<file path="src/rtl/rf_pkg.sv">
// Shared defaults and types for the register-file read server.
package rf_pkg;

    localparam int RF_NUM_REG     = 8;
    localparam int RF_REG_BIT     = 16;
    localparam int RF_INST_ID_BIT = 8;
    localparam int RF_REG_ID_BIT  = $clog2(RF_NUM_REG);
    localparam int RF_FBK_DEPTH   = 2;

    // One buffered operand pair, as returned to the functional unit.
    typedef struct packed {
        logic [RF_REG_BIT-1:0] reg0_val;
        logic [RF_REG_BIT-1:0] reg1_val;
    } rf_fbk_entry_t;

endpackage

</file>
<file path="src/rtl/rf_fbk_fifo.sv">
// Synchronous in-order FIFO with count-based full, used as the operand
// feedback buffer. push_rdy depends only on the registered count.
module rf_fbk_fifo #(
    parameter int DEPTH = 2,
    parameter int WIDTH = 32
) (
    input  logic             clk,
    input  logic             rst_n,
    input  logic             push_vld,
    output logic             push_rdy,
    input  logic [WIDTH-1:0] push_data,
    output logic             pop_vld,
    input  logic             pop_rdy,
    output logic [WIDTH-1:0] pop_data
);

    localparam int CNT_W = $clog2(DEPTH + 1);
    localparam int PTR_W = (DEPTH > 1) ? $clog2(DEPTH) : 1;
    localparam logic [PTR_W-1:0] LAST_PTR = PTR_W'(DEPTH - 1);
    localparam logic [CNT_W-1:0] FULL_CNT = CNT_W'(DEPTH);

    logic [WIDTH-1:0] mem [DEPTH];
    logic [PTR_W-1:0] wr_ptr;
    logic [PTR_W-1:0] rd_ptr;
    logic [CNT_W-1:0] count;
    logic             push;
    logic             pop;

    // Full is judged on the count at the start of the cycle, so a full
    // buffer refuses a push even when it pops in the same cycle.
    assign push_rdy = (count != FULL_CNT);
    assign pop_vld  = (count != '0);
    assign push     = push_vld && push_rdy;
    assign pop      = pop_vld && pop_rdy;
    assign pop_data = mem[rd_ptr];

    // Pointer and occupancy control; pointers wrap modulo DEPTH.
    always_ff @(posedge clk) begin
        if (!rst_n) begin
            wr_ptr <= '0;
            rd_ptr <= '0;
            count  <= '0;
        end else begin
            if (push) begin
                wr_ptr <= (wr_ptr == LAST_PTR) ? '0 : wr_ptr + 1'b1;
            end
            if (pop) begin
                rd_ptr <= (rd_ptr == LAST_PTR) ? '0 : rd_ptr + 1'b1;
            end
            case ({push, pop})
                2'b10:   count <= count + 1'b1;
                2'b01:   count <= count - 1'b1;
                default: count <= count;
            endcase
        end
    end

    // Entry storage; contents are meaningless while the slot is not counted.
    always_ff @(posedge clk) begin
        if (push) begin
            mem[wr_ptr] <= push_data;
        end
    end

endmodule

</file>
<file path="src/rtl/rf_read_server.sv">
// Register-file read server: holds the architectural registers, answers
// two-operand read requests through a flow-controlled feedback buffer and
// sinks write-backs. Optional macro RF_WRITE_BYPASS_EN makes a same-cycle
// write visible to the read sample (write-first); otherwise read-first.
module rf_read_server
    import rf_pkg::*;
#(
    parameter int NUM_REG     = RF_NUM_REG,
    parameter int REG_BIT     = RF_REG_BIT,
    parameter int INST_ID_BIT = RF_INST_ID_BIT,
    parameter int FBK_DEPTH   = RF_FBK_DEPTH,
    parameter int REG_ID_BIT  = $clog2(NUM_REG)
) (
    input  logic                   clk,
    input  logic                   rst_n,
    input  logic                   read_req_vld,
    output logic                   read_req_rdy,
    input  logic [REG_ID_BIT-1:0]  read_reg0_id,
    input  logic [REG_ID_BIT-1:0]  read_reg1_id,
    output logic                   read_fbk_vld,
    input  logic                   read_fbk_rdy,
    output logic [REG_BIT-1:0]     read_reg0_val,
    output logic [REG_BIT-1:0]     read_reg1_val,
    input  logic                   write_back_vld,
    output logic                   write_back_rdy,
    input  logic [INST_ID_BIT-1:0] write_back_id,
    input  logic [REG_ID_BIT-1:0]  write_back_reg_id,
    input  logic [REG_BIT-1:0]     write_back_val,
    input  logic [REG_ID_BIT-1:0]  dbg_reg_id,
    output logic [REG_BIT-1:0]     dbg_reg_val,
    output logic                   idle
);

    localparam int ENTRY_W = 2 * REG_BIT;

    logic [REG_BIT-1:0] regs [NUM_REG];
    logic [REG_BIT-1:0] src0_val_p0;
    logic [REG_BIT-1:0] src1_val_p0;
    logic [ENTRY_W-1:0] fbk_data_p1;
    logic               vld_p1;
    logic               unused_wb_id;

    // The instruction id only tags the write-back; storage does not need it.
    assign unused_wb_id   = ^write_back_id;
    assign write_back_rdy = 1'b1;
    assign dbg_reg_val    = regs[dbg_reg_id];

    // Architectural register array; every valid write-back commits.
    always_ff @(posedge clk) begin
        if (!rst_n) begin
            for (int i = 0; i < NUM_REG; i++) begin
                regs[i] <= '0;
            end
        end else if (write_back_vld) begin
            regs[write_back_reg_id] <= write_back_val;
        end
    end

    // Stage p0: sample both sources in the accept cycle.
    always_comb begin
        src0_val_p0 = regs[read_reg0_id];
        src1_val_p0 = regs[read_reg1_id];
`ifdef RF_WRITE_BYPASS_EN
        if (write_back_vld && (write_back_reg_id == read_reg0_id)) begin
            src0_val_p0 = write_back_val;
        end
        if (write_back_vld && (write_back_reg_id == read_reg1_id)) begin
            src1_val_p0 = write_back_val;
        end
`endif
    end

    // Stage p1: buffered operand pairs, head presented to the unit.
    rf_fbk_fifo #(
        .DEPTH (FBK_DEPTH),
        .WIDTH (ENTRY_W)
    ) u_fbk_fifo (
        .clk       (clk),
        .rst_n     (rst_n),
        .push_vld  (read_req_vld),
        .push_rdy  (read_req_rdy),
        .push_data ({src0_val_p0, src1_val_p0}),
        .pop_vld   (vld_p1),
        .pop_rdy   (read_fbk_rdy),
        .pop_data  (fbk_data_p1)
    );

    assign read_fbk_vld  = vld_p1;
    assign read_reg0_val = fbk_data_p1[ENTRY_W-1:REG_BIT];
    assign read_reg1_val = fbk_data_p1[REG_BIT-1:0];
    assign idle          = !vld_p1;

endmodule

</file>
<file path="config.mk">
export PLATFORM = sky130hd
export DESIGN_NAME = rf_read_server
export DESIGN_NICKNAME = d
export VERILOG_FILES = /design/src/rtl/rf_pkg.sv /design/src/rtl/rf_fbk_fifo.sv /design/src/rtl/rf_read_server.sv
export SDC_FILE = /design/constraint.sdc
export NUM_CORES = 1
export LEC_CHECK = 0
export BUFFER_PORTS_ARGS = -buffer_cell sky130_fd_sc_hd__buf_2
export CELL_PAD_IN_SITES_DETAIL_PLACEMENT = 1
export CELL_PAD_IN_SITES_GLOBAL_PLACEMENT = 1
export CORE_MARGIN = 5
export CORE_UTILIZATION = 55
export DETAILED_ROUTE_END_ITERATION = 7
export PLACE_DENSITY_LB_ADDON = 0.1
export SLEW_MARGIN = 10
export SYNTH_ARGS = -nofsm -noshare
export SYNTH_HDL_FRONTEND = slang
export SYNTH_HIERARCHICAL = 1
export SYNTH_SLANG_ARGS = --single-unit
</file>
<file path="constraint.sdc">
create_clock -name clk -period 4.3 [get_ports clk]
set_input_delay 0.86 -clock clk [delete_from_list [all_inputs] [get_ports clk]]
set_output_delay 0.86 -clock clk [all_outputs]
set_load 0.03 [all_outputs]
</file>
=== Yosys cells after proc, flatten, opt, wreduce, memory -nomap -nowiden ===
Memories as Yosys holds them, arrays and structs flattened. A register that Yosys moved wholly into a read port is not among the register bits.
Cells that the tools add are included.

* $mul: 0
* Divide/modulo/power cells: 0
* Shift operators: 0
* Equality and inequality tests: 3
* Magnitude comparators: 0
* Bitwise gates (word level): 0
* Multiplexer cells: 14
* Reduce and logical (&&, ||, !) cells: 6
* Add/sub/neg operators: 4

{| class="wikitable"
|+ Operators by type and width
! cell !! count
|-
| 16-bit two-way mux || 1
|-
| 16-bit OR reduction || 1
|-
| 1-bit two-way mux || 11
|-
| 2-bit case mux with 2 select lines || 1
|-
| 2-bit nonzero test || 2
|-
| 3-bit two-way mux || 1
|-
| 1-bit adder (second input constant) || 2
|-
| 2-bit by 1-bit adder with 2-bit output (second input constant) || 1
|-
| 2-bit by 1-bit equality test with 1-bit output (second input constant) || 1
|-
| 2-bit equality test (second input constant) || 1
|-
| 1-bit logical AND || 2
|-
| 2-bit != test (second input constant) || 1
|-
| 2-bit by 1-bit subtractor with 2-bit output (second input constant) || 1
|-
| 1-bit logical NOT || 1
|}

* Latch bits: 0
* Logic and storage cells: 32
* Bits of input ports: 41
* Memory bits (read-only): 0
* Bits in writable memories: 192
* Memories kept: 2
* Output and inout bits: 52
* Bits in registers: 4

{| class="wikitable"
|+ Memories
! memory !! words !! bits a word !! read ports !! clocked after Yosys merged registers in !! write ports !! RTL line !! source
|-
| regs || 8 || 16 || 3 || 0 || 8 || rf_read_server.sv:36 || <nowiki>logic [REG_BIT-1:0] regs [NUM_REG];</nowiki>
|-
| u_fbk_fifo.mem || 2 || 32 || 1 || 1 || 1 || rf_fbk_fifo.sv:22 || <nowiki>logic [WIDTH-1:0] mem [DEPTH];</nowiki>
|}

=== Longest topological paths before layout ===
* Depth after elaboration: 5
* Mapped depth: 6

=== By module ===
Netlist, hierarchy kept.

{| class="wikitable"
|+ Modules (own cells, without submodules)
! module !! area an instance (um2) !! cells an instance !! times used
|-
| rf_read_server || 7962.6 || 490 || 1
|-
| rf_fbk_fifo || 2536.2 || 124 || 1
|}

=== Least setup slack after synthesis ===
OpenSTA, ideal clock, no wires.

* Path kind: input to register
* Start: input port rst_n
* End: memory regs[7][0] (netlist bit) (enable)
* Setup time: 0.411 ns
* Buffers on the path: 2
* Arrival time: 2.554 ns
* Data required time: 3.889 ns
* Setup slack: 1.334 ns
* Cell stages on the path: 4
* Cell sequence: buf_2 nand3_1 clkbuf_1 o21ai_0

{| class="wikitable"
|+ RTL lines
! element !! RTL line !! source
|-
| start: declaration || rf_read_server.sv:15 || <nowiki>input logic rst_n,</nowiki>
|-
| end: declaration || rf_read_server.sv:36 ||
|}

=== Worst setup path after layout ===
* Start: input port dbg_reg_id[0]
* End: output port dbg_reg_val[5]

* Cells in the longest elaborated chain, start to end: 1

{| class="wikitable"
|+ RTL lines
! element !! RTL line !! source
|-
| start: declaration || rf_read_server.sv:29 || <nowiki>input logic [REG_ID_BIT-1:0] dbg_reg_id,</nowiki>
|-
| memory 8 x 16 bit || n/a ||
|-
| end: declaration || rf_read_server.sv:30 || <nowiki>output logic [REG_BIT-1:0] dbg_reg_val,</nowiki>
|}

Every way passes these cells.

==> impl_summary.log <==
[metrics] leak pwr: 0.00405 uW
[metrics] Reg2Reg Capture Point: u_fbk_fifo/mem[0][8]$_DFFE_PP_
[metrics] most frequent cell after synthesis: edfxtp_1
[metrics] CP startpoint kind: input port
[metrics] number of fill cells: 1685
[metrics] largest driver fanout on the critical path: 18
[metrics] Die H: 148 um
[metrics] root buffer selected by CTS: clkbuf_16
[metrics] origin of the worst setup path: dbg_reg_id[0]
[metrics] total clock buffers created by CTS: 17
[metrics] TritonCTS clock tree: built
[metrics] largest clock skew in the final design: 0.00748 ns
[metrics] count of inserted antenna diode cells: 0
[metrics] Data arrival, critical path: 2.59 ns
[metrics] proportion of synthesized chip area in sequential cells: 55.9%
[metrics] min-delay src: u_fbk_fifo/count[1]$_SDFFE_PN0P_
[metrics] hold violation count in the final report: 0
[metrics] critical path type: input port to primary output
[metrics] post-synthesis register bit count: 197
[metrics] Post-synth EDFFs: 192
[metrics] power density over the cells: 460 nW/um2
[metrics] net total in the final layout: 721
[metrics] Syn Std Cell Area: 10500 um2
[metrics] Total Routing Usage GR: 25.1%
[metrics] top-area cell type share of the netlist area: 54.9%
[metrics] Synth warnings: 6
[metrics] Post-DRT Antenna Nets: 0
[metrics] fraction of registers with async set or reset after synthesis: 0%
[metrics] Post CTS Setup Buffer Count: 0
[metrics] number of standard cells in the final layout excluding fillers: 926
[metrics] width of the die: 148 um
[metrics] dominant register cell in the synthesized netlist: edfxtp_1
[metrics] Core Footprint: 18800 um2
[metrics] global-route wire length before repair: 40800 um
[metrics] I/O pin total: 93
[metrics] worst-case clock buffer depth: 2
[metrics] Setup crit end kind: primary output
[metrics] initial antenna violation count: 0
[metrics] cell total after placement: 894
[metrics] transition at the pin with the smallest max-transition slack: 1.09 ns
[metrics] count of input and output buffers: 83
[metrics] post-CTS sizing: 0
[metrics] Core Util, Final: 62.3%
[metrics] most numerous cell types in the synthesized netlist: 192 x edfxtp_1, 128 x nor3_1, 84 x mux4_1
[metrics] mean area per synthesized cell: 17.1 um2
[metrics] minimum setup slack among reg-to-reg paths: 2.24 ns
[metrics] top cell type by total area after synthesis: edfxtp_1
[metrics] count of unresolved DRC violations after routing: 0
[metrics] number of H-tree levels: 4
[metrics] hold-critical path endpoint: u_fbk_fifo/count[1]$_SDFFE_PN0P_
[metrics] WL final: 26700 um
[metrics] leading post-synthesis cells by cell area: edfxtp_1 55%, mux4_1 21%, mux2_2 8.4%, nor3_1 6.1%, mux4_2 2.6%
[metrics] wire length per cell after detailed routing: 28.8 um
[metrics] DIE AREA: 22000 um2
[metrics] number of hold-repair buffers added at the cts stage: 0
[metrics] via count of the first global-routing pass: 6536
[metrics] routability congestion estimate from global placement: 0.749
[metrics] final count of pins violating max slew: 0
[metrics] setup TNS after final layout: 0 ns
[metrics] Crit path required time: 3.44 ns
[metrics] starting utilization of the core area: 55.9%
[metrics] drt pass-1 iters: 7
[metrics] number of clock sinks: 197
[metrics] RSZ-0062 raised after global routing: false
[metrics] number of rows in the core area: 50
[metrics] FMAX: 290 MHz
[metrics] result of the run: completed
[metrics] DRC marker count from the first detailed-route iteration: 552
[metrics] Worst Reg-to-Reg Cells: 4
[metrics] clock-pin slew reported for the worst setup and hold paths after clock tree synthesis: 0.08 ns
[metrics] max-cap viol count: 0
[metrics] latest clock arrival within the worst-skew pair: 0.44 ns
[metrics] time the worst path needs with I/O delays and setup: 3.45 ns
[metrics] path class of the lowest-slack min-delay path: flop to flop
[metrics] per-cell via count in the routed design: 6.83
[metrics] proportion of layout cells with a drive suffix above 1: 33.8%
[metrics] final count of negative-setup-slack endpoints: 0
[metrics] area growth from synthesis to layout: 11.3%
[metrics] Mapped Nets: 656
[metrics] period utilization: 80.3%
[metrics] DR vias: 6321
[metrics] GRT overflow: 0
[metrics] post-synth cell types: 32
[metrics] sum of net half-perimeters after detailed placement: 17500 um
[metrics] r2r startpoint: u_fbk_fifo/count[0]$_SDFFE_PN0P_
[metrics] largest net degree at the start of global routing: 35
[metrics] Hold Path Depth: 2
[metrics] peak ir drop on the vdd network: 0.303 mV
[metrics] number of instances in the synthesized netlist: 614
[metrics] worst-case headroom to the max-slew limit: 27.2%
-- where the power goes --
part	leakage [uW]	switching, uW	internal [uW]
registers	0.00187	99.9	2330
logic	0.00189	783	498
clock network	0.000295	780	886
-- per-layer routing --
layer | vias to the layer above | global-route usage [%] | wire [um] | part of all wire [%]
met1 | 3251 | 33.5 | 10900 | 41
met2 | 305 | 43.3 | 13500 | 51
met4 | 0 | 6.74 | 480 | 1.8
met3 | 43 | 4.14 | 1810 | 6.8
li1 | 2722 | - | - | -
met5 | - | 0 | 0 | 0
-- stage by stage --
stage | power, uW | area, um2 | hold slack [ns] | setup slack (ns)
finish | 5380 | 11700 | 0.544 | 0.849
global route | 5570 | 11700 | 0.579 | 0.790
CTS | 5410 | 11700 | 0.551 | 0.835
detailed placement | 3760 | 11100 | 0.538 | 0.845
global placement | 3690 | 11100 | 0.494 | 0.883
floorplan | 3380 | 10500 | 0.479 | 1.33
-- how the worst max path moves through the flow --
stage / slack (ns) / end / cells after the start
after floorplan: 1.33 / regs[7][0]$_SDFFCE_PN0P_ / 4
after global placement: 0.88 / dbg_reg_val[4] / 5
after detailed placement: 0.84 / dbg_reg_val[5] / 5
after CTS: 0.83 / dbg_reg_val[5] / 5
after global routing: 0.79 / dbg_reg_val[5] / 5
final: 0.85 / dbg_reg_val[5] / 5
-- cell families after synthesis --
| group | share of synthesized area (%) |
|---|---|
| buffers and inverters | 3.85 |
| xor gates and xnor gates | 0.250 |
| AOI/OAI and AO/OA | 0.739 |
| muxes | 32.2 |
| and+or+nand+nor | 6.96 |
| DFF | 55.9 |
| other | 0.0357 |
| adders and majority gates | 0.119 |
-- state kept, by name (all words and copies together), names as in the netlist, named ones only --
name,cells
u_fbk_fifo/wr_ptr,1
u_fbk_fifo/count,2
regs,128
u_fbk_fifo/mem,64
u_fbk_fifo/rd_ptr,1
-- layout by cell type, fill, tap and decap left out, types with 4 or more instances in the layout --
cell | Yosys | routed
clkbuf_16 | 0 | 17
buf_2 | 5 | 83
mux2_2 | 78 | 78
clkinv_1 | 16 | 16
buf_4 | 1 | 24
o21ai_1 | 0 | 8
nor3_1 | 128 | 128
mux4_1 | 84 | 84
inv_8 | 0 | 4
dfxtp_1 | 5 | 5
mux4_2 | 12 | 12
edfxtp_1 | 192 | 192
-- layout make-up --
| class | instances | area, um2 | area share, % |
|---|---|---|---|
| inverters | 18 | 67.6 | 0.578 |
| multi-input cells | 337 | 4230 | 36.2 |
| well taps | 234 | 293 | 2.50 |
| flip-flops and latches | 197 | 5870 | 50.2 |
| repair buffers | 108 | 616 | 5.27 |
| clock inverters | 15 | 189 | 1.62 |
| clock buffers | 17 | 425 | 3.64 |
-- worst max-delay path: stages --
cell    delay (ns)
buf_2         0.39
buf_12        0.24
mux4_1        0.58
mux2_2        0.31
buf_2         0.19
Note: power is estimated with default switching activity, not from simulation.
